===== config.mk =====
export PLATFORM = sky130hd
export DESIGN_NAME = sprite_renderer_flat
export DESIGN_NICKNAME = d
export VERILOG_FILES = /design/src/rtl/sprite_renderer_pkg.sv /design/src/rtl/sprite_renderer_if.sv /design/src/rtl/sprite_renderer_frame_tick_sync.sv /design/src/rtl/sprite_renderer.sv /design/src/flat_wrapper.sv
export SDC_FILE = /design/constraint.sdc
export NUM_CORES = 1
export LEC_CHECK = 0
export ABC_CLOCK_PERIOD_IN_PS = 5500
export CAP_MARGIN = 20
export CORE_MARGIN = 1
export CORE_UTILIZATION = 54
export CTS_CLUSTER_DIAMETER = 100
export DETAILED_ROUTE_END_ITERATION = 16
export PLACE_DENSITY = 0.8
export SKIP_LAST_GASP = 1
export SYNTH_ARGS = -nofsm -noshare
export SYNTH_HDL_FRONTEND = slang
export SYNTH_SLANG_ARGS = --single-unit

===== constraint.sdc =====
create_clock -name Clk -period 5.5 [get_ports Clk]
set_input_delay 0.825 -clock Clk [delete_from_list [all_inputs] [get_ports Clk]]
set_output_delay 0.825 -clock Clk [all_outputs]
set_load 0.1 [all_outputs]

===== src/rtl/sprite_renderer_pkg.sv =====
// Shared constants, types and helpers for the sprite renderer.
package renderer_pkg;

    localparam int H_RES       = 320;
    localparam int V_RES       = 240;
    localparam int COLOR_W     = 4;
    localparam int ROM_LATENCY = 2;

    typedef logic [COLOR_W-1:0] color_t;

    localparam color_t TRANSPARENT = 4'd0;

    typedef enum logic [1:0] {
        ST_IDLE  = 2'd0,
        ST_SCAN  = 2'd1,
        ST_DRAIN = 2'd2
    } render_state_e;

    // Tag that travels beside the ROM read so the output stage knows which pixel it has.
    typedef struct packed {
        logic       valid;
        logic [8:0] x;
        logic [8:0] y;
        logic       is_obj;
    } pix_tag_t;

    // Linear frame-buffer word address for a canvas of the given width.
    function automatic logic [16:0] pix_addr(input logic [8:0] x, input logic [8:0] y,
                                             input int width);
        return 17'(y) * 17'(width) + 17'(x);
    endfunction

endpackage


===== src/rtl/sprite_renderer_if.sv =====
// Frame-buffer write port: valid (fb_we) / ready (fb_ready) with address and colour.
interface sprite_renderer_if;
    import renderer_pkg::*;

    logic [16:0] fb_addr;
    color_t      fb_data;
    logic        fb_we;
    logic        fb_ready;

    modport master (output fb_addr, output fb_data, output fb_we, input fb_ready);
    modport slave  (input fb_addr, input fb_data, input fb_we, output fb_ready);
endinterface


===== src/rtl/sprite_renderer_frame_tick_sync.sv =====
// Brings the asynchronous frame tick into the clock domain and emits a
// one-cycle pulse on its rising edge. The edge flop resets low, so a tick
// already high when reset is released counts as an edge.
module frame_tick_sync (
    input  logic i_clk,
    input  logic i_rst,
    input  logic i_async,
    output logic o_pulse
);
    logic r_meta;
    logic r_sync;
    logic r_prev;

    // Two-flop synchroniser followed by an edge-history flop.
    always_ff @(posedge i_clk or posedge i_rst) begin
        if (i_rst) begin
            r_meta <= 1'b0;
            r_sync <= 1'b0;
            r_prev <= 1'b0;
        end else begin
            r_meta <= i_async;
            r_sync <= r_meta;
            r_prev <= r_sync;
        end
    end

    assign o_pulse = r_sync & ~r_prev;
endmodule


===== src/rtl/sprite_renderer.sv =====
// Sprite renderer: scans the canvas once per frame tick, looks up the sprite
// colour, resolves transparency against the background and streams every
// pixel to the frame buffer with backpressure.
//
// state | meaning
// IDLE  | waiting for a frame tick; scan counters hold the last pixel issued
// SCAN  | issuing one pixel per unstalled cycle in raster order
// DRAIN | all pixels issued; waiting for the pipeline to empty and the last write
module sprite_renderer
    import renderer_pkg::*;
#(
    parameter int P_H_RES = H_RES,
    parameter int P_V_RES = V_RES
) (
    input  logic               Clk,
    input  logic               Reset,
    input  logic               frame_clk,
    input  logic               is_obj,
    input  logic [15:0]        Obj_address,
    output logic [8:0]         PixelX,
    output logic [8:0]         PixelY,
    output logic [15:0]        rom_addr,
    output logic               rom_ce,
    input  color_t             rom_data,
    input  color_t             bg_color,
    sprite_renderer_if.master  fb,
    output logic               busy,
    output logic               frame_done,
    output logic               frame_overrun
);
    localparam logic [1:0] S_IDLE  = ST_IDLE;
    localparam logic [1:0] S_SCAN  = ST_SCAN;
    localparam logic [1:0] S_DRAIN = ST_DRAIN;
    localparam logic [8:0] X_LAST  = 9'(P_H_RES - 1);
    localparam logic [8:0] Y_LAST  = 9'(P_V_RES - 1);
    localparam int         LAST    = ROM_LATENCY - 1;

    logic [1:0]  r_state;
    logic [8:0]  r_x;
    logic [8:0]  r_y;
    logic [15:0] r_rom_addr;
    pix_tag_t    r_tag0;
    pix_tag_t    r_pipe [ROM_LATENCY];
    logic        r_fb_we;
    logic [16:0] r_fb_addr;
    color_t      r_fb_data;
    logic        r_overrun;

    logic        w_start;
    logic        w_stall;
    logic        w_issue;
    logic        w_last_pix;
    logic        w_pipe_empty;
    logic        w_done;
    color_t      w_color;

    frame_tick_sync u_tick_sync (
        .i_clk   (Clk),
        .i_rst   (Reset),
        .i_async (frame_clk),
        .o_pulse (w_start)
    );

    assign w_stall    = r_fb_we & ~fb.fb_ready;
    assign w_issue    = (r_state == S_SCAN) & ~w_stall;
    assign w_last_pix = (r_x == X_LAST) && (r_y == Y_LAST);

    // Pipeline is empty when no tag ahead of the output stage is valid.
    always_comb begin
        w_pipe_empty = ~r_tag0.valid;
        for (int i = 0; i < ROM_LATENCY; i++) begin
            if (r_pipe[i].valid) w_pipe_empty = 1'b0;
        end
    end

    // The frame completes in the cycle its final write is accepted.
    assign w_done  = (r_state == S_DRAIN) & w_pipe_empty & r_fb_we & fb.fb_ready;
    assign busy    = (r_state != S_IDLE) & ~w_done;
    assign rom_ce  = busy & ~w_stall;
    assign w_color = (r_pipe[LAST].is_obj && (rom_data != TRANSPARENT)) ? rom_data : bg_color;

    // Frame FSM and raster scan counters.
    always_ff @(posedge Clk or posedge Reset) begin
        if (Reset) begin
            r_state   <= S_IDLE;
            r_x       <= '0;
            r_y       <= '0;
            r_overrun <= 1'b0;
        end else begin
            r_overrun <= w_start & (r_state != S_IDLE);
            case (r_state)
                S_IDLE: begin
                    if (w_start) begin
                        r_state <= S_SCAN;
                        r_x     <= '0;
                        r_y     <= '0;
                    end
                end
                S_SCAN: begin
                    if (w_issue) begin
                        if (w_last_pix) begin
                            r_state <= S_DRAIN;
                        end else if (r_x == X_LAST) begin
                            r_x <= '0;
                            r_y <= r_y + 9'd1;
                        end else begin
                            r_x <= r_x + 9'd1;
                        end
                    end
                end
                S_DRAIN: begin
                    if (w_done) r_state <= S_IDLE;
                end
                default: r_state <= S_IDLE;
            endcase
        end
    end

    // Issue stage, tag shift register in step with the ROM, and output register; all freeze on stall.
    always_ff @(posedge Clk or posedge Reset) begin
        if (Reset) begin
            r_rom_addr <= '0;
            r_tag0     <= '0;
            for (int i = 0; i < ROM_LATENCY; i++) r_pipe[i] <= '0;
            r_fb_we    <= 1'b0;
            r_fb_addr  <= '0;
            r_fb_data  <= '0;
        end else if (!w_stall) begin
            r_rom_addr <= (w_issue && is_obj) ? Obj_address : 16'h0;
            r_tag0     <= '{valid: w_issue, x: r_x, y: r_y, is_obj: is_obj};
            r_pipe[0]  <= r_tag0;
            for (int i = 1; i < ROM_LATENCY; i++) r_pipe[i] <= r_pipe[i-1];
            r_fb_we    <= r_pipe[LAST].valid;
            if (r_pipe[LAST].valid) begin
                r_fb_addr <= pix_addr(r_pipe[LAST].x, r_pipe[LAST].y, P_H_RES);
                r_fb_data <= w_color;
            end
        end
    end

    assign PixelX        = r_x;
    assign PixelY        = r_y;
    assign rom_addr      = r_rom_addr;
    assign fb.fb_we      = r_fb_we;
    assign fb.fb_addr    = r_fb_addr;
    assign fb.fb_data    = r_fb_data;
    assign frame_done    = w_done;
    assign frame_overrun = r_overrun;
endmodule

===== src/flat_wrapper.sv =====
// flat-port wrapper written by rule: the top's interface ports become plain ports
module sprite_renderer_flat import renderer_pkg::*;
#(
    parameter int P_H_RES = H_RES,
    parameter int P_V_RES = V_RES
)
  (Clk, Reset, frame_clk, is_obj, Obj_address, PixelX, PixelY, rom_addr, rom_ce, rom_data, bg_color, busy, frame_done, frame_overrun, fb_fb_addr, fb_fb_data, fb_fb_we, fb_fb_ready);
  sprite_renderer_if fb_i ();
  input  logic Clk;
  input  logic Reset;
  input  logic frame_clk;
  input  logic is_obj;
  input  logic [15:0] Obj_address;
  output logic [8:0] PixelX;
  output logic [8:0] PixelY;
  output logic [15:0] rom_addr;
  output logic rom_ce;
  input  color_t rom_data;
  input  color_t bg_color;
  output logic busy;
  output logic frame_done;
  output logic frame_overrun;
  output wire logic [$bits(fb_i.fb_addr)-1:0] fb_fb_addr;
  output wire logic [$bits(fb_i.fb_data)-1:0] fb_fb_data;
  output wire logic [$bits(fb_i.fb_we)-1:0] fb_fb_we;
  input wire logic [$bits(fb_i.fb_ready)-1:0] fb_fb_ready;
  assign fb_fb_addr = fb_i.fb_addr;
  assign fb_fb_data = fb_i.fb_data;
  assign fb_fb_we = fb_i.fb_we;
  assign fb_i.fb_ready = fb_fb_ready;
  sprite_renderer #(.P_H_RES(P_H_RES), .P_V_RES(P_V_RES)) u_core (.Clk(Clk), .Reset(Reset), .frame_clk(frame_clk), .is_obj(is_obj), .Obj_address(Obj_address), .PixelX(PixelX), .PixelY(PixelY), .rom_addr(rom_addr), .rom_ce(rom_ce), .rom_data(rom_data), .bg_color(bg_color), .fb(fb_i), .busy(busy), .frame_done(frame_done), .frame_overrun(frame_overrun));
endmodule

==> results of run 1 <==
-- state kept, by name (all words and copies together) (netlist names), 2 cells and up --
register	cells
u_core.rom_addr	16
u_core.PixelX	9
u_core.PixelY	9
u_core.r_tag0	20
u_core.r_pipe	40
u_core.fb.fb_addr	17
u_core.fb.fb_data	4
u_core.r_state	2
-- through the flow --
stage	total power [mW]	utilization	instances	area, sq um	hold slack, ps
floorplan	3.15	-	568	5610	331
global placement	3.57	0.665	767	6590	333
detailed placement	3.65	0.665	767	6590	338
CTS	4.80	0.725	799	7180	352
global route	5.07	0.732	803	7260	358
finish	4.82	0.732	803	7260	349
-- cell type report --
class / count / area (sq um)
Tap cell: 133 / 166
Timing Repair Buffer: 95 / 975
Fill cell: 684 / 2650
Sequential cell: 122 / 3050
Clock inverter: 15 / 179
Inverter: 12 / 47.5
Clock buffer: 17 / 414
Multi-Input combinational cell: 409 / 2420
-- power by group --
part / switching [mW] / total, mW / leakage [nW] / internal, mW
logic: 1.62 / 2.35 / 1.67 / 0.726
clock network: 0.441 / 1.10 / 0.286 / 0.662
registers: 0.196 / 1.37 / 1.48 / 1.17
-- synth_stat cells (2+ instances only) --
library cell	instances	share of area
xor2_1	5	0.0078
nand4_2	2	0.0045
and2_1	2	0.0022
clkbuf_1	21	0.014
xnor2_1	8	0.013
o22ai_1	2	0.0022
buf_1	3	0.0020
o21ai_1	5	0.0045
fa_1	2	0.0071
o41ai_1	3	0.0047
a21oi_1	9	0.0080
nand2_1	197	0.13
dfrtp_1	122	0.55
nand2b_1	6	0.0067
mux2i_1	4	0.0071
nand3_1	10	0.0089
a22o_1	17	0.027
o2111a_1	2	0.0040
a211oi_1	2	0.0027
mux2_2	8	0.016
o21ai_0	27	0.024
nor2_1	22	0.015
ha_1	19	0.042
or4_1	3	0.0040
inv_1	12	0.0080
a31o_2	3	0.0047
o21bai_1	2	0.0027
nand4_1	2	0.0022
or2_2	2	0.0022
o21a_1	3	0.0040
a21o_1	2	0.0027
nor3_1	5	0.0045
o31ai_1	4	0.0054
nor2b_1	5	0.0056
-- routing by layer --
metal,track usage,wire length [microns]
met1,0.318,5410
met2,0.398,6270
met3,0.0589,603
met4,0.0816,144
met5,0,0
-- path summary, 6_finish.rpt --
| kind | start | to | slack (ps) | cells past startpoint |
|---|---|---|---|---|
| setup / recovery | fb_fb_ready | busy | 1350 | 5 |
| hold / removal | u_core.u_tick_sync.r_meta$_DFF_PP0_ | u_core.u_tick_sync.r_sync$_DFF_PP0_ | 350 | 0 |
| setup reg to reg | u_core.r_pipe[4]$_DFFE_PP0N_ | u_core.fb.fb_addr[16]$_DFFE_PP0P_ | 2390 | 10 |
| hold reg to reg | u_core.u_tick_sync.r_meta$_DFF_PP0_ | u_core.u_tick_sync.r_sync$_DFF_PP0_ | 350 | 0 |
| max in group asynchronous | Reset | u_core.r_tag0[19]$_DFFE_PP0N_ | 4100 | 3 |
| min in group asynchronous | Reset | u_core.fb.fb_addr[0]$_DFFE_PP0P_ | 630 | 2 |
-- kinds of logic after synthesis --
group,after synthesis
AO/OA/AOI/OAI,95
XOR/XNOR,14
adder cells (fa/ha/maj),21
buffers and inverters,37
flip-flops,122
multiplexers,12
AND/OR/NAND/NOR,267
-- placed cells by master (no fill, tap or decap), types with 3 or more instances in the layout --
master / netlist / routed
o41ai_1: 3 / 3
o21a_1: 3 / 3
clkdlybuf4s50_1: 0 / 87
xor2_1: 5 / 5
o21ai_0: 27 / 27
a31o_2: 3 / 3
nor2b_1: 5 / 4
nor3_1: 5 / 4
clkinv_4: 0 / 3
nand3_1: 10 / 10
clkbuf_16: 0 / 16
xnor2_1: 8 / 8
dfrtp_1: 122 / 122
nand2b_1: 6 / 5
o21ai_1: 5 / 5
ha_1: 19 / 19
inv_6: 0 / 5
nand2_1: 197 / 197
or4_1: 3 / 3
a22o_1: 17 / 17
mux2i_1: 4 / 4
a21oi_1: 9 / 9
inv_8: 0 / 3
o31ai_1: 4 / 4
nor2_1: 22 / 22
buf_4: 1 / 4
mux2_2: 8 / 8
inv_1: 12 / 11
-- worst max-delay path, cell delays in order --
cell	delay, ps
clkdlybuf4s50_1	540
or4b_2	620
nor3_2	270
nor2_1	80
clkdlybuf4s50_1	970
==> impl_results.md, run 1 <==
* Pin count of the biggest net entering global routing at 87
* Length of the first detailed-routing pass in iterations at 4
* Mapped Nets at 618
* Rel. slew slack at 0.339
* Post_cts resized at 0
* Total number of vias at 4451
* Syn avg cell area at 9.86 sq um
* CP Data Required Time at 4680 ps
* Routed Antenna Nets at 0
* Max-cap violations at 0
* Maximum vdd drop at 0.460 mV
* Critical path capture point type: output port
* Area grow syn2layout at 29.5%
* Global-route wire length before repair at 20900 microns
* Final RePlAce weighted congestion at 0.891
* Io pins at 89
* Initial DRC count at 289
* Dpl ws at 1350 ps
* Adder-cell share of the synthesized area at 0.0496
* FFs w/ async S/R, synth at 1.00
* Final hold vios at 0
* Number of CTS-inserted buffers at 17
* Pwr/cell area at 664 mW/mm^2
* Vias/cell at 5.54
* FMAX at 241 MHz
* Final worst-path cycle share at 0.754
* Fin nets at 707
* LEAKAGE at 3.44 nW
* Post-synthesis cell type count at 61
* CTS Sinks at 122
* Diode count at 0
* Total grt overflow at 0
* WP data arrival at 3320 ps
* Clock-pin slew on the worst setup and hold paths at 60 ps
* Post-synthesis compound-gate area fraction at 0.127
* Floorplan row count at 36
* DIE WIDTH at 104 microns
* HP Class: reg2reg
* Clock root cell: clkbuf_8
* Clk_skew at 8.59 ps
* Cts hold-fix bufs at 0
* Die Footprint at 0.0108 sq mm
* #FFs+latches synth at 122
* IO Port Bufs at 88
* Total global routing track utilization at 0.243
* Simple-gate area share of the yosys netlist at 0.205
* Initial Util at 0.565
* Pins over their slew limit at 0
* Synthesized cell area at 0.00560 sq mm
* Top FF cell, synth: dfrtp_1
* Post-Syn Instances at 568
* Initial antenna violation count at 0
* Share of layout cells above drive strength 1 at 0.104
* Status: finished clean
* Detail Placement HPWL at 7700 microns
* Core Footprint at 0.00991 sq mm
* Die Height at 104 microns
* Kind of critical path: in2out
* CTS tree: yes
* Clock period minus worst slack at 4150 ps
* Warnings, synthesis at 0
* Largest family of logic cells by synthesized area: simple AND/OR/NAND/NOR gates
* Mux cell area share after synthesis at 0.0232
* Setup TNS at 0 ps
* DR WL/cell at 15.5 microns
* Worst setup margin at 1350 ps
* H-tree depth at 4
* Worst-margin pin slew at 988 ps
* Number of synthesized flops with an enable pin at 0
* Maximum clock insertion buffer count at 2
* Post-CTS setup buffers at 0
* CP startpoint kind: primary input
* # DRC at 0
* RSZ-0062 raised after global routing: false
* XOR/XNOR Fraction of Synth Area at 0.0243
* Vias in the first global route at 4408
* Clock insertion delay at the later pin of the skew report at 510 ps
* Total routed wirelength at 12400 microns
* Seq/Total Area, Yosys at 0.545
* CP Max Fanout at 4
* Endpoints failing setup at 0
(Power assumes the default switching activity.)
==> run 2, diff against run 1 <==
--- a/config.mk
+++ b/config.mk
@@ -5,13 +5,13 @@
 export SDC_FILE = /design/constraint.sdc
 export NUM_CORES = 1
 export LEC_CHECK = 0
-export ABC_CLOCK_PERIOD_IN_PS = 5500
+export ABC_CLOCK_PERIOD_IN_PS = 3400
 export CAP_MARGIN = 20
 export CORE_MARGIN = 1
-export CORE_UTILIZATION = 54
+export CORE_UTILIZATION = 48
 export CTS_CLUSTER_DIAMETER = 100
 export DETAILED_ROUTE_END_ITERATION = 16
-export PLACE_DENSITY = 0.8
+export PLACE_DENSITY = 0.76
 export SKIP_LAST_GASP = 1
 export SYNTH_ARGS = -nofsm -noshare
 export SYNTH_HDL_FRONTEND = slang
==> constraint.sdc (replaced) <==
create_clock -name Clk -period 3.4 [get_ports Clk]
set_input_delay 0.51 -clock Clk [delete_from_list [all_inputs] [get_ports Clk]]
set_output_delay 0.51 -clock Clk [all_outputs]
set_load 0.1 [all_outputs]
==> run 2 against run 1 <==
Against the previous run:
- highest routed layer unchanged
- design area increased by 0.10%
- largest cell class unchanged
- utilization decreased by 9.6 points
- setup slack got worse by 1000 ps
==> impl_results.md, run 2 (synthesized netlist as in run 1, its figures left out) <==
* Initial Util at 0.491
* Switching share of power at 0.457
* Status: finished clean
* FMAX at 328 MHz
* Post-CTS setup buffers at 0
* Length of the first detailed-routing pass in iterations at 5
* Clock-pin slew on the worst setup and hold paths at 60 ps
* Flop-to-flop setup slack at 350 ps
* Layout Cells excl Fill at 811
* WL met1 at 5240 microns
* IO Port Bufs at 88
* Share of layout cells above drive strength 1 at 0.106
* Fraction of power consumed by combinational cells at 0.482
* Dpl cells at 779
* Floorplan row count at 39
* Initial antenna violation count at 0
* Routed wl met3 at 633 microns
* Clock period minus worst slack at 3050 ps
* Register with the most flip-flops: u_core.r_pipe
* Detail Placement HPWL at 7520 microns
* Total routed wirelength at 12000 microns
* Total global routing track utilization at 0.215
* Int Power at 4.21 mW
* Max reg flops at 40
* Post_cts resized at 0
* Core Footprint at 0.0114 sq mm
* Commonest non-fill, non-tap cell in the layout: nand2_1
* CTS Sinks at 122
* Pin count of the biggest net entering global routing at 123
* Cts hold-fix bufs at 0
* Clk_skew at 8.05 ps
* Vias/cell at 5.39
* Io pins at 89
* Final worst-path cycle share at 0.898
* RSZ-0062 raised after global routing: false
* CP Max Fanout at 3
* Clk network pwr share at 0.232
* Pins over their slew limit at 0
* Final RePlAce weighted congestion at 0.869
* Clock root cell: clkbuf_16
* Fin nets at 705
* WP data arrival at 3350 ps
* Total number of vias at 4369
* Setup TNS at 0 ps
* Pwr/cell area at 1070 mW/mm^2
* Final hold vios at 0
* Vias in the first global route at 4270
* Diode count at 0
* Endpoints failing setup at 0
* HP Class: reg2reg
* Met2 routed WL at 5900 microns
* CP Data Required Time at 3700 ps
* Die Height at 110 microns
* DIE WIDTH at 110 microns
* Most frequent cells in the layout: nand2_1 (197), dfrtp_1 (122), clkdlybuf4s50_1 (82)
* CTS tree: yes
* Critical path capture point type: flip-flop
* Initial DRC count at 276
* Rel. slew slack at 0.342
* Highest metal used: met4
* Kind of critical path: reg2reg
* Global-route wire length before repair at 19800 microns
* Sequential share of power at 0.286
* CP startpoint kind: flip-flop
* Clock insertion delay at the later pin of the skew report at 410 ps
* Routed Antenna Nets at 0
* LEAKAGE at 3.43 nW
* Total grt overflow at 0
* Psw at 3.54 mW
* Worst-margin pin slew at 984 ps
* DR WL/cell at 14.8 microns
* Area grow syn2layout at 29.7%
* Die Footprint at 0.0121 sq mm
* Maximum vdd drop at 0.809 mV
* Max-cap violations at 0
* H-tree depth at 4
* Number of CTS-inserted buffers at 17
* # DRC at 0
* Maximum clock insertion buffer count at 2
-- run 2: changes by cell type in the layout (fill, tap and decap cells not counted), sizes merged --
cell,previous run,this run
clkbuf,19,21
clkdlybuf4s50,87,82
bufinv,2,3
buf,6,11
inv,20,11
clkinvlp,2,6
-- run 2: stage by stage --
stage	area, sq um	worst slack, ps	util	power [mW]	hold WS (ps)
2_1_floorplan	5620	130	-	5.10	331
3_3_place_gp	6670	538	0.584	5.82	342
3_5_place_dp	6670	369	0.584	5.94	350
4_1_cts	7260	315	0.636	7.80	371
5_1_grt	7260	236	0.636	8.18	376
6_report	7260	348	0.636	7.76	362
-- run 2: critical path, stage by stage, from the launching register on --
cell	delay, ps
dfrtp_1	400
ha_1	290
ha_1	180
inv_1	60
fa_1	430
xnor2_1	360
o2111a_1	310
nand3_1	130
nor4_2	270
xnor3_1	240
mux2_2	260
-- run 2: worst paths after layout --
kind,end,depth (start not counted),from
setup / recovery,u_core.fb.fb_addr[16]$_DFFE_PP0P_,10,u_core.r_pipe[4]$_DFFE_PP0N_
setup reg to reg,u_core.fb.fb_addr[16]$_DFFE_PP0P_,10,u_core.r_pipe[4]$_DFFE_PP0N_
hold / removal,u_core.u_tick_sync.r_sync$_DFF_PP0_,0,u_core.u_tick_sync.r_meta$_DFF_PP0_
min in group asynchronous,u_core.u_tick_sync.r_meta$_DFF_PP0_,3,Reset
hold reg to reg,u_core.u_tick_sync.r_sync$_DFF_PP0_,0,u_core.u_tick_sync.r_meta$_DFF_PP0_
max in group asynchronous,u_core.r_tag0[0]$_DFFE_PP0N_,3,Reset
-- run 2: routing by layer --
metal  up-vias  track usage
li1       2097            -
met1      2112        0.278
met2       140        0.346
met3        20       0.0482
met4         0       0.0933
met5         -            0
-- run 2: cell type report --
| cell class | count | area [sq um] |
|---|---|---|
| Clock buffer | 21 | 450 |
| Tap cell | 143 | 179 |
| Sequential cell | 122 | 3050 |
| Multi-Input combinational cell | 409 | 2430 |
| Inverter | 12 | 48.8 |
| Fill cell | 888 | 4160 |
| Clock inverter | 11 | 146 |
| Timing Repair Buffer | 93 | 953 |
-- run 2: power groups by stage --
stage	Clock, mW	Sequential [mW]	Combinational (mW)
global placement	0	2.21	3.61
detailed placement	0	2.23	3.70
floorplan	0	3.51	1.58
CTS	1.83	2.22	3.75
finish	1.80	2.22	3.74
global route	1.90	2.27	4.01
